--- src/rtl/mem_access_stage_if.sv ---
// Pipeline-side and data-memory-bus signals of the MEM-stage load/store unit.
// master = the stage itself, slave = the pipeline/memory environment around it.
interface mem_access_stage_if;
    logic        valid;
    logic        memRead;
    logic        memWrite;
    logic [1:0]  memSize;
    logic        memSigned;
    logic [31:0] address;
    logic [31:0] storeData;
    logic [31:0] ramR;
    logic        stall;
    logic        misalign;
    logic        busFault;
    logic        memReq;
    logic        memWe;
    logic [31:0] memAddr;
    logic [3:0]  memBe;
    logic [31:0] memWData;
    logic [31:0] memRData;
    logic        memAck;

    modport master (
        input  valid, memRead, memWrite, memSize, memSigned, address, storeData,
        input  memRData, memAck,
        output ramR, stall, misalign, busFault,
        output memReq, memWe, memAddr, memBe, memWData
    );

    modport slave (
        output valid, memRead, memWrite, memSize, memSigned, address, storeData,
        output memRData, memAck,
        input  ramR, stall, misalign, busFault,
        input  memReq, memWe, memAddr, memBe, memWData
    );
endinterface

--- src/rtl/mem_access_stage.sv ---
// MEM-stage load/store unit: one req/ack bus transaction per load/store, aligned+extended load result.
// Latency >= 3 cycles (IDLE, BUSY.., DONE); stalls the pipeline from start until DONE, aborts after TIMEOUT_CYCLES.
module mem_access_stage #(
    parameter int TIMEOUT_CYCLES = 16
) (
    input  logic               clock,
    input  logic               resetN,
    mem_access_stage_if.master bus
);
    localparam int CW = (TIMEOUT_CYCLES > 2) ? $clog2(TIMEOUT_CYCLES) : 1;

    typedef enum logic [1:0] {IDLE, BUSY, DONE} state_t;

    state_t      state_q, state_d;
    logic [CW-1:0] cnt_q, cnt_d;
    logic        req_q, req_d;
    logic        we_q, we_d;
    logic [31:0] addr_q, addr_d;
    logic [3:0]  be_q, be_d;
    logic [31:0] wdata_q, wdata_d;
    logic        load_q, load_d;
    logic [1:0]  size_q, size_d;
    logic        sgn_q, sgn_d;
    logic [1:0]  off_q, off_d;
    logic [31:0] data_q, data_d;
    logic        fault_q, fault_d;

    logic        is_acc;
    logic        aligned;
    logic        start;
    logic [3:0]  st_be;
    logic [31:0] st_wdata;
    logic [7:0]  rd_byte;
    logic [15:0] rd_half;
    logic [31:0] rd_ext;

    always_comb begin
        is_acc = bus.valid & (bus.memRead | bus.memWrite);
        case (bus.memSize)
            2'b00:   aligned = 1'b1;
            2'b01:   aligned = ~bus.address[0];
            2'b10:   aligned = (bus.address[1:0] == 2'b00);
            default: aligned = 1'b0;
        endcase
        start = is_acc & aligned;

        case (bus.memSize)
            2'b00: begin
                st_be    = 4'b0001 << bus.address[1:0];
                st_wdata = {4{bus.storeData[7:0]}};
            end
            2'b01: begin
                st_be    = 4'b0011 << {bus.address[1], 1'b0};
                st_wdata = {2{bus.storeData[15:0]}};
            end
            default: begin
                st_be    = 4'b1111;
                st_wdata = bus.storeData;
            end
        endcase
    end

    // Load alignment uses the offset/size latched in IDLE, not the live inputs.
    always_comb begin
        rd_byte = bus.memRData[{off_q, 3'b000} +: 8];
        rd_half = off_q[1] ? bus.memRData[31:16] : bus.memRData[15:0];
        case (size_q)
            2'b00:   rd_ext = {{24{sgn_q & rd_byte[7]}}, rd_byte};
            2'b01:   rd_ext = {{16{sgn_q & rd_half[15]}}, rd_half};
            default: rd_ext = bus.memRData;
        endcase
    end

    always_comb begin
        state_d = state_q;
        cnt_d   = cnt_q;
        req_d   = req_q;
        we_d    = we_q;
        addr_d  = addr_q;
        be_d    = be_q;
        wdata_d = wdata_q;
        load_d  = load_q;
        size_d  = size_q;
        sgn_d   = sgn_q;
        off_d   = off_q;
        data_d  = data_q;
        fault_d = fault_q;

        case (state_q)
            IDLE: begin
                cnt_d   = '0;
                fault_d = 1'b0;
                if (start) begin
                    state_d = BUSY;
                    req_d   = 1'b1;
                    we_d    = ~bus.memRead;
                    addr_d  = {bus.address[31:2], 2'b00};
                    be_d    = bus.memRead ? 4'b1111 : st_be;
                    wdata_d = bus.memRead ? 32'h0 : st_wdata;
                    load_d  = bus.memRead;
                    size_d  = bus.memSize;
                    sgn_d   = bus.memSigned;
                    off_d   = bus.address[1:0];
                    data_d  = 32'h0;
                end
            end
            BUSY: begin
                if (bus.memAck) begin
                    state_d = DONE;
                    req_d   = 1'b0;
                    we_d    = 1'b0;
                    data_d  = load_q ? rd_ext : 32'h0;
                end else if (cnt_q == CW'(TIMEOUT_CYCLES - 1)) begin
                    state_d = DONE;
                    req_d   = 1'b0;
                    we_d    = 1'b0;
                    data_d  = 32'h0;
                    fault_d = 1'b1;
                end else begin
                    cnt_d = cnt_q + 1'b1;
                end
            end
            default: begin
                state_d = IDLE;
                cnt_d   = '0;
                fault_d = 1'b0;
            end
        endcase
    end

    always_ff @(posedge clock or negedge resetN) begin
        if (!resetN) begin
            state_q <= IDLE;
            cnt_q   <= '0;
            req_q   <= 1'b0;
            we_q    <= 1'b0;
            addr_q  <= 32'h0;
            be_q    <= 4'h0;
            wdata_q <= 32'h0;
            load_q  <= 1'b0;
            size_q  <= 2'b00;
            sgn_q   <= 1'b0;
            off_q   <= 2'b00;
            data_q  <= 32'h0;
            fault_q <= 1'b0;
        end else begin
            state_q <= state_d;
            cnt_q   <= cnt_d;
            req_q   <= req_d;
            we_q    <= we_d;
            addr_q  <= addr_d;
            be_q    <= be_d;
            wdata_q <= wdata_d;
            load_q  <= load_d;
            size_q  <= size_d;
            sgn_q   <= sgn_d;
            off_q   <= off_d;
            data_q  <= data_d;
            fault_q <= fault_d;
        end
    end

    // The IDLE-cycle stall/misalign terms are combinational, so gate them with reset too.
    assign bus.stall    = resetN & (((state_q == IDLE) & start) | (state_q == BUSY));
    assign bus.misalign = resetN & (state_q == IDLE) & is_acc & ~aligned;
    assign bus.busFault = (state_q == DONE) & fault_q;
    assign bus.ramR     = ((state_q == DONE) & load_q) ? data_q : 32'h0;
    assign bus.memReq   = req_q;
    assign bus.memWe    = we_q;
    assign bus.memAddr  = addr_q;
    assign bus.memBe    = be_q;
    assign bus.memWData = wdata_q;
endmodule
--- src/flat_wrapper.sv ---
// flat-port wrapper written by rule: the top's interface ports become plain ports
module mem_access_stage_flat 
#(
    parameter int TIMEOUT_CYCLES = 16
)
  (clock, resetN, bus_valid, bus_memRead, bus_memWrite, bus_memSize, bus_memSigned, bus_address, bus_storeData, bus_memRData, bus_memAck, bus_ramR, bus_stall, bus_misalign, bus_busFault, bus_memReq, bus_memWe, bus_memAddr, bus_memBe, bus_memWData);
  mem_access_stage_if bus_i ();
  input  logic clock;
  input  logic resetN;
  input wire logic [$bits(bus_i.valid)-1:0] bus_valid;
  input wire logic [$bits(bus_i.memRead)-1:0] bus_memRead;
  input wire logic [$bits(bus_i.memWrite)-1:0] bus_memWrite;
  input wire logic [$bits(bus_i.memSize)-1:0] bus_memSize;
  input wire logic [$bits(bus_i.memSigned)-1:0] bus_memSigned;
  input wire logic [$bits(bus_i.address)-1:0] bus_address;
  input wire logic [$bits(bus_i.storeData)-1:0] bus_storeData;
  input wire logic [$bits(bus_i.memRData)-1:0] bus_memRData;
  input wire logic [$bits(bus_i.memAck)-1:0] bus_memAck;
  output wire logic [$bits(bus_i.ramR)-1:0] bus_ramR;
  output wire logic [$bits(bus_i.stall)-1:0] bus_stall;
  output wire logic [$bits(bus_i.misalign)-1:0] bus_misalign;
  output wire logic [$bits(bus_i.busFault)-1:0] bus_busFault;
  output wire logic [$bits(bus_i.memReq)-1:0] bus_memReq;
  output wire logic [$bits(bus_i.memWe)-1:0] bus_memWe;
  output wire logic [$bits(bus_i.memAddr)-1:0] bus_memAddr;
  output wire logic [$bits(bus_i.memBe)-1:0] bus_memBe;
  output wire logic [$bits(bus_i.memWData)-1:0] bus_memWData;
  assign bus_i.valid = bus_valid;
  assign bus_i.memRead = bus_memRead;
  assign bus_i.memWrite = bus_memWrite;
  assign bus_i.memSize = bus_memSize;
  assign bus_i.memSigned = bus_memSigned;
  assign bus_i.address = bus_address;
  assign bus_i.storeData = bus_storeData;
  assign bus_i.memRData = bus_memRData;
  assign bus_i.memAck = bus_memAck;
  assign bus_ramR = bus_i.ramR;
  assign bus_stall = bus_i.stall;
  assign bus_misalign = bus_i.misalign;
  assign bus_busFault = bus_i.busFault;
  assign bus_memReq = bus_i.memReq;
  assign bus_memWe = bus_i.memWe;
  assign bus_memAddr = bus_i.memAddr;
  assign bus_memBe = bus_i.memBe;
  assign bus_memWData = bus_i.memWData;
  mem_access_stage #(.TIMEOUT_CYCLES(TIMEOUT_CYCLES)) u_core (.clock(clock), .resetN(resetN), .bus(bus_i));
endmodule
--- config.mk ---
export PLATFORM = sky130hd
export DESIGN_NAME = mem_access_stage_flat
export DESIGN_NICKNAME = d
export VERILOG_FILES = /design/src/rtl/mem_access_stage_if.sv /design/src/rtl/mem_access_stage.sv /design/src/flat_wrapper.sv
export SDC_FILE = /design/constraint.sdc
export NUM_CORES = 1
export LEC_CHECK = 0
export BUFFER_PORTS_ARGS = -buffer_cell sky130_fd_sc_hd__buf_2
export CAP_MARGIN = 30
export CORE_MARGIN = 5
export CORE_UTILIZATION = 30
export CTS_CLUSTER_DIAMETER = 40
export CTS_CLUSTER_SIZE = 25
export DETAILED_ROUTE_END_ITERATION = 6
export PLACE_DENSITY_LB_ADDON = 0.08
export SYNTH_ARGS = -nofsm -noshare
export SYNTH_HDL_FRONTEND = slang
export SYNTH_SLANG_ARGS = --single-unit
export TNS_END_PERCENT = 30
--- constraint.sdc ---
create_clock -name clock -period 4.3 [get_ports clock]
set_clock_uncertainty 0.15 [all_clocks]
set_input_delay 0.43 -clock clock [delete_from_list [all_inputs] [get_ports clock]]
set_output_delay 0.43 -clock clock [all_outputs]
set_load 0.02 [all_outputs]
==> Word level (Yosys, flattened, before mapping) <==
Cells that the tools add are included.
{ "classes": {"addsub": 1, "n_eq_ne": 11, "shift": 3, "mux": 29, "n_bitwise": 16, "reduce_logical": 10} }
{ "ops": {"columns": ["op", "count"], "rows": [
  ["two-way mux 32 bit", 6],
  ["case mux 32 bit (2 select lines)", 3],
  ["variable part select 32 x 6 -> 8 bit", 1],
  ["two-way mux 16 bit", 1],
  ["two-way mux 4 bit", 4],
  ["AND 1 bit", 11],
  ["zero test 2 bit", 4],
  ["case mux 4 bit (2 select lines)", 1],
  ["AND reduction 2 bit", 4],
  ["two-way mux 1 bit", 7],
  ["equality test 2 x 1 -> 1 bit (second input constant)", 3],
  ["two-way mux 2 bit", 3],
  ["adder 4 x 1 -> 4 bit (second input constant)", 1],
  ["equality test 2 bit (second input constant)", 2],
  ["equality test 4 bit (second input constant)", 1],
  ["!= test 2 x 1 -> 1 bit (second input constant)", 2],
  ["!= test 2 bit (second input constant)", 2],
  ["case mux 1 bit (2 select lines)", 2],
  ["case mux 2 bit (2 select lines)", 1],
  ["left shift 1 x 2 -> 4 bit (first input constant)", 1],
  ["left shift 2 x 2 -> 4 bit (first input constant)", 1],
  ["!= test 3 x 2 -> 1 bit (second input constant)", 1],
  ["inverter 1 bit", 3],
  ["case mux 1 bit (3 select lines)", 1],
  ["other kinds (3)", 4]
]} }
{ "totals": {"register_bits": 113, "input_bits": 105, "output_inout_bits": 105, "word_cells": 83} }

==> Logic depth before layout (Yosys ltp) <==
Gate-level depths: netlist of run 1.
{ "depth": {"depth_word": 6, "mapped_depth": 7} }

==> Worst setup path before layout of run 1 <==
No wires, ideal clock.
{ "synth_timing": {"path_kind": "input-to-output", "from": "input bus_memSize[0]", "to": "output bus_stall", "arrival_ps": 2127, "t_required_ps": 3720, "path_slack_ps": 1593, "cell_stages": 7, "n_path_buf": 3, "cell_sequence": "buf_2 o21a_1 o21ai_0 nand2_1 buf_2 buf_2 a21boi_0"} }
{ "synth_between": {"elab_chain_len": 6, "elab_cells_between_ends": 8, "classes_between": "2 x eq/ne; 1 x mux; 4 x bitwise; 1 x reduce/logical"} }
{ "synth_rtl": {"columns": ["item", "line_no", "rtl"], "rows": [
  ["from (decl)", "flat_wrapper.sv:13", "input wire logic [$bits(bus_i.memSize)-1:0] bus_memSize;"],
  ["equality test 2 bit (tied with other cells)", "mem_access_stage.sv:39", "case (bus.memSize)"],
  ["case mux 1 bit (3 select lines) (*)", "mem_access_stage.sv:39", null],
  ["AND 1 bit (*)", "mem_access_stage.sv:45", "start = is_acc & aligned;"],
  ["AND 1 bit (*)", "mem_access_stage.sv:164", "assign bus.stall = resetN & (((state_q == IDLE) & start) | (state_q == BUSY));"],
  ["OR 1 bit (*)", "mem_access_stage.sv:164", null],
  ["AND 1 bit (*)", "mem_access_stage.sv:164", null],
  ["to (decl)", "flat_wrapper.sv:20", "output wire logic [$bits(bus_i.stall)-1:0] bus_stall;"]
]} }
Mark *: on every way between the ends. The rest lies on a longest branch, timed or not.

==> Worst setup path in the final report of run 1 <==
{ "layout_timing": {"from": "input bus_memSize[1]", "to": "output bus_stall"} }
Same word-level chain as after synthesis.

==> impl_metrics.yaml, run 1 <==
sta:
  hold_viol: 0
  fin_tns_setup_ns: 0
  period_share: 0.682
  rsz0062_at_grt: "no"
  max_freq_mhz: 341
  slew_headroom: 0.347
  slew_violations: 0
  worstMarginPinSlew_ns: 0.979
  setup_viol: 0
  timing.final.crit_period_ns: 2.93
yosys:
  ys_seq_elements: 113
  synth_cell_type_count: 45
  syn_inst: 512
  synthArstFlopShare: 1.00
  synth_top_family_by_area: "compound AO/OA/AOI/OAI gates"
  syn-cell-area_um2: 5610
  synth-xor-area-share: 0.00468
  yosysWarnings: 0
  postSynthAreaPerCell_um2: 11.0
  synthAdderAreaFrac: 0.00223
  yosys.area_share.simple: 0.100
  synth-edff-count: 0
  muxShareOfSynthArea: 0.148
  ys_seq_area_frac: 0.504
  synth_ff_type: "dfrtp_1"
  synth_compound_area_frac: 0.187
grt:
  grt_start_max_net_pins: 67
  grt_first_pass_wirelength_um: 28600
  grt_usage: 0.167
  grt_pass1_vias: 5221
  antenna_found_initial: 1
  grt-ovfl-total: 0
worst_setup_path:
  critPathKind: "in -> out"
  cp_data_required_time_ns: 3.72
  critPathTopFamily: "compound AO/OA/AOI/OAI gates"
  crit_buf_inv: 3
  start_kind: "primary input"
  critPathMaxStageDelay_ns: 0.60
  cpMostUsedCell: "buf_2"
  crit_chain: "buf_2 -> o21a_1 -> o21ai_0 -> nand2_2 -> buf_4 -> a21boi_0 -> buf_2"
  end_kind: "output port"
  cp.arrival_ns: 2.35
  cpMaxStageDelayCell: "o21ai_0"
  worst-path-max-fanout: 30
  critPathLaunch: "bus_memSize[1]"
  r2r-start: "u_core.size_q[1]"
cts:
  cts_tree: "built"
  cts_buffers: 17
  clockRootBuffer: "clkbuf_16"
  htree_levels: 4
  clk_latency_ns: 0.42
  clock_sinks: 113
  clockBufferDepth: 2
  post-cts-setup-buffers: 0
  path_clk_slew_ns: 0.06
  cts.repair.resized: 0
placed_design:
  port_buffers: 207
  post-place-cells: 921
  dpl_cell_area_um2: 6800
  place_congestion: 0.800
  dp_hpwl_um: 12600
power_and_ir_drop:
  internal_power_uw: 2710
  power_leakage_uw: 0.00365
  powerDensity_nw_per_um2: 550
  p_total_uw: 4070
  swShare: 0.335
  irDropWorstVdd_uv: 312
  pwr-share-clk: 0.356
  netSwitchingPower_uw: 1360
  pwr-share-comb: 0.282
  sequentialPowerShare: 0.362
routing:
  drt_iter0_markers: 262
  vias_per_cell: 4.99
  ant_nets: 0
  drc: 0
  wl_um: 17900
  via_count: 4764
  post_drt_wl_per_cell_um: 18.8
  drt-pass1-iter-count: 4
min_path:
  hold_class: "in -> reg"
  worstHoldStart: "bus_address[14]"
cells_and_area:
  finalInstanceArea_um2: 7410
  area_growth_pct: 32.1
  fin_cells: 955
  fill_cells: 1869
  nets: 813
  drive_above_1_share: 0.421
floorplan:
  dieArea_um2: 21500
  die_w_um: 147
  coreArea_um2: 18600
  pin_count: 210
  die_h_um: 147
  rows: 50
  initial_core_util: 0.302
status:
  status: "complete, no violations"
flow_run:
  drv_cap: 0
==> flip-flops by register name, indices dropped and copies added, names as in the netlist <==
register             cells
u_core.data_q           32
u_core.bus.memWData     32
u_core.load_q            1
u_core.bus.memAddr      30
u_core.bus.memWe         1
u_core.fault_q           1
u_core.sgn_q             1
u_core.bus.memBe         4
u_core.cnt_q             4
u_core.size_q            2
u_core.state_q           2
u_core.bus.memReq        1
u_core.off_q             2
==> synthesized netlist by cell type, types with 4 or more instances <==
master,number,area (µm²)
and2_1,32,200
nor2b_1,8,50.1
a211oi_1,7,52.6
o2bb2ai_1,8,70.1
buf_2,8,40.0
a221o_1,6,60.1
mux2i_1,40,400
buf_6,6,67.6
o211ai_1,9,67.6
mux2_2,38,428
clkbuf_1,24,90.1
a221o_2,10,113
a21oi_1,18,90.1
nor3_1,8,40.0
dfrtp_1,113,2830
nand2_1,4,15.0
inv_1,19,71.3
nand2b_1,9,56.3
o21ai_0,56,280
o31ai_1,24,180
nor2_1,30,113
==> path summary, 6_finish.rpt <==
check | endpoint | slack (ns) | cells past startpoint
hold / removal | u_core.bus.memAddr[14] | 0.09 | 2
hold reg to reg | u_core.data_q[7] | 0.32 | 1
setup reg to reg | u_core.data_q[17] | 1.61 | 5
min in group asynchronous | u_core.bus.memWData[27] | 0.46 | 2
setup / recovery | bus_stall | 1.37 | 7
max in group asynchronous | u_core.bus.memAddr[8] | 2.20 | 3
==> worst register-to-register path: stages (launching register included) <==
cell       delay [ns]
dfrtp_1          0.35
buf_4            0.23
or3b_1           0.55
a2bb2oi_2        0.24
a2111oi_4        0.86
a221o_2          0.24
==> stage by stage <==
stage	utilization	worst slack [ns]	hold slack [ns]
CTS	0.399	1.40	0.0753
floorplan	-	1.59	-0.0156
global route	0.399	1.25	0.0800
global placement	0.366	1.49	0.311
finish	0.399	1.37	0.0918
detailed placement	0.366	1.40	0.316
==> cell families (layout without fill, tap and decap cells) <==
kind of cell             count (synthesis)  count (layout)
AO/OA/AOI/OAI                          151             151
flip-flops                             113             113
AND/OR/NAND/NOR                        103             103
multiplexers                            78              78
buffers and inverters                   62             269
XOR/XNOR                                 3               3
adder cells (fa/ha/maj)                  1               1
other                                    1               3
==> timing repair <==
item | in CTS | in global routing
endpoints found under the setup margin | 0 | 0
hold buffers | 1 | 0
hold endpoints to repair | 47 | 0
==> power groups by stage <==
| stage | combinational [µW] | sequential (µW) | clock (µW) |
|---|---|---|---|
| after detailed placement | 1160 | 1490 | 0 |
| after floorplan | 546 | 1680 | 0 |
| final | 1150 | 1470 | 1450 |
| after CTS | 1160 | 1480 | 1490 |
| after global placement | 1140 | 1480 | 0 |
| after global routing | 1250 | 1510 | 1540 |
==> placed cells by master, fill, tap and decap left out, drive strengths merged, types with 2 or more instances in the layout <==
cell	n
a211oi	7
clkinvlp	4
nand2	4
nand2b	9
nor2	30
a41oi	3
and3b	2
clkbuf	18
o21ai	56
nand3b	3
dfrtp	113
mux2i	40
a21oi	18
o211ai	9
clkinv	5
nor2b	8
a221o	16
and2	32
mux2	38
o21a	2
nand4	2
conb	2
buf	217
o2bb2ai	8
o31ai	24
nor3	8
xor2	2
inv	21
bufinv	3
==> area by class of cell <==
| cell class | instances | area, µm² | share of cell area |
|---|---|---|---|
| antenna | 1 | 2.50 | 0.000338 |
| sequential | 113 | 2830 | 0.381 |
| inverter | 19 | 71.3 | 0.00962 |
| clock buffer | 18 | 439 | 0.0593 |
| timing repair buffer | 218 | 1120 | 0.152 |
| multi-input combinational | 338 | 2490 | 0.336 |
| clock inverter | 14 | 163 | 0.0219 |
| tap | 234 | 293 | 0.0395 |
==> layer usage <==
| metal | part of all wire | up-vias | track usage |
|---|---|---|---|
| li1 | - | 2243 | - |
| met1 | 0.44 | 2327 | 0.216 |
| met2 | 0.46 | 175 | 0.261 |
| met3 | 0.081 | 19 | 0.0605 |
| met4 | 0.014 | 0 | 0.0546 |
| met5 | 0 | - | 0 |
(Power assumes the default switching activity.)
==> run 2: changes to the inputs <==
clock period = 2.55 ns   (was 4.3 ns; I/O delays follow)
==> impl_metrics.yaml, run 2 (same netlist as run 1, synthesis figures left out) <==
sta:
  hold_viol: 0
  hold_ws_ns: 0.0194
  slew_headroom: 0.470
  period_share: 0.864
  timing.final.crit_period_ns: 2.20
  setup_viol: 0
  rsz0062_at_grt: "no"
  fin_tns_setup_ns: 0
  worstMarginPinSlew_ns: 0.792
  slew_violations: 0
  max_freq_mhz: 454
worst_setup_path:
  reg2reg_setup_slack_ns: 0.47
  r2r-start: "u_core.off_q[0]"
  worst-path-max-fanout: 7
  critPathKind: "reg -> out"
  r2r-end: "u_core.data_q[24]"
  cp.arrival_ns: 1.80
  cp_data_required_time_ns: 2.14
  start_kind: "flip-flop"
  reg2reg_depth: 5
  end_kind: "output port"
routing:
  via_count: 4985
  post_drt_wl_per_cell_um: 17.8
  vias_per_cell: 4.92
  drt-pass1-iter-count: 4
  drc: 0
  wl_um: 18100
  drt_iter0_markers: 201
  ant_nets: 0
grt:
  grt_start_max_net_pins: 54
  grt_first_pass_wirelength_um: 29100
  met2_usage: 0.272
  met1_usage: 0.217
  grt.busiest_layer: "met2"
  grt_usage: 0.168
  grt_use_met3: 0.0524
  grt-ovfl-total: 0
  antenna_found_initial: 3
  grt_pass1_vias: 5301
floorplan:
  die_h_um: 147
  die_w_um: 147
  coreArea_um2: 18600
  initial_core_util: 0.302
  pin_count: 210
  rows: 50
  dieArea_um2: 21500
cts:
  clk_latency_ns: 0.40
  cts_buffers: 17
  post-cts-setup-buffers: 0
  htree_levels: 4
  path_clk_slew_ns: 0.05
  clock_sinks: 113
  clockBufferDepth: 2
  cts_tree: "built"
  clockRootBuffer: "clkbuf_16"
cells_and_area:
  drive_above_1_share: 0.393
  area_growth_pct: 41.5
  fin_util: 0.427
  most-common-layout-cells: "buf_2, dfrtp_1, o21ai_0, dlygate4sd3_1, mux2i_1"
  nets: 875
  fill_cells: 1794
  final_common_cell: "buf_2"
  fin_cells: 1014
min_path:
  whs_endpoint: "u_core.size_q[1]"
  worstHoldStart: "bus_memSize[1]"
  hold_class: "in -> reg"
  min_path_cells: 2
placed_design:
  port_buffers: 207
  place_congestion: 0.836
  post-place-cells: 929
  dp_hpwl_um: 12800
power_and_ir_drop:
  powerDensity_nw_per_um2: 829
  irDropWorstVdd_uv: 455
  power_leakage_uw: 0.00389
  p_total_uw: 6580
status:
  status: "complete, no violations"
flow_run:
  drv_cap: 0
## run 2: stage by stage
step | area, µm² | worst slack [ns]
after detailed placement | 6870 | 0.365
after global routing | 7940 | 0.190
final | 7940 | 0.346
after floorplan | 5610 | 0.193
after CTS | 7930 | 0.297
after global placement | 6870 | 0.399
## run 2: power breakdown
group          switching (µW)  internal, µW
clock network             787          1290
registers                 247          2250
logic                    1170           838
total                    2200          4370
## run 2: how the worst max path moves through the flow
stage | cells after the start | end | start | slack, ns
after global routing | 5 | bus_stall | u_core.state_q[0] | 0.19
after floorplan | 7 | bus_stall | bus_memSize[0] | 0.19
after CTS | 5 | bus_stall | u_core.state_q[0] | 0.30
after global placement | 6 | bus_stall | bus_memSize[0] | 0.40
after detailed placement | 6 | u_core.bus.memAddr[4] | bus_memSize[0] | 0.37
final | 5 | bus_stall | u_core.state_q[0] | 0.35
## run 2: timing repair
action	CTS	global route
hold buffers	55	0
resized for setup	0	0
endpoints found under the hold margin	75	0
## run 2: layout make-up
type | count | area [µm²] | area share
Multi-Input combinational cell | 338 | 2490 | 0.314
Clock inverter | 7 | 37.5 | 0.00473
Clock buffer | 22 | 474 | 0.0598
Tap cell | 234 | 293 | 0.0369
Inverter | 19 | 71.3 | 0.00899
Timing Repair Buffer | 280 | 1740 | 0.219
Antenna cell | 1 | 2.50 | 0.000315
Sequential cell | 113 | 2830 | 0.356
## run 2: worst max-delay path, cell delays in order (launching register included)
cell and delay [ns]:
dfrtp_1 0.40, nor2_1 0.16, o211a_1 0.30, nand2_2 0.12, a21boi_0 0.20, buf_2 0.20
## run 2: metal layers
metal,wire (µm),vias to the layer above
met1,7720,2420
met4,311,4
met2,8750,177
met5,14,-
li1,-,2360
met3,1300,24
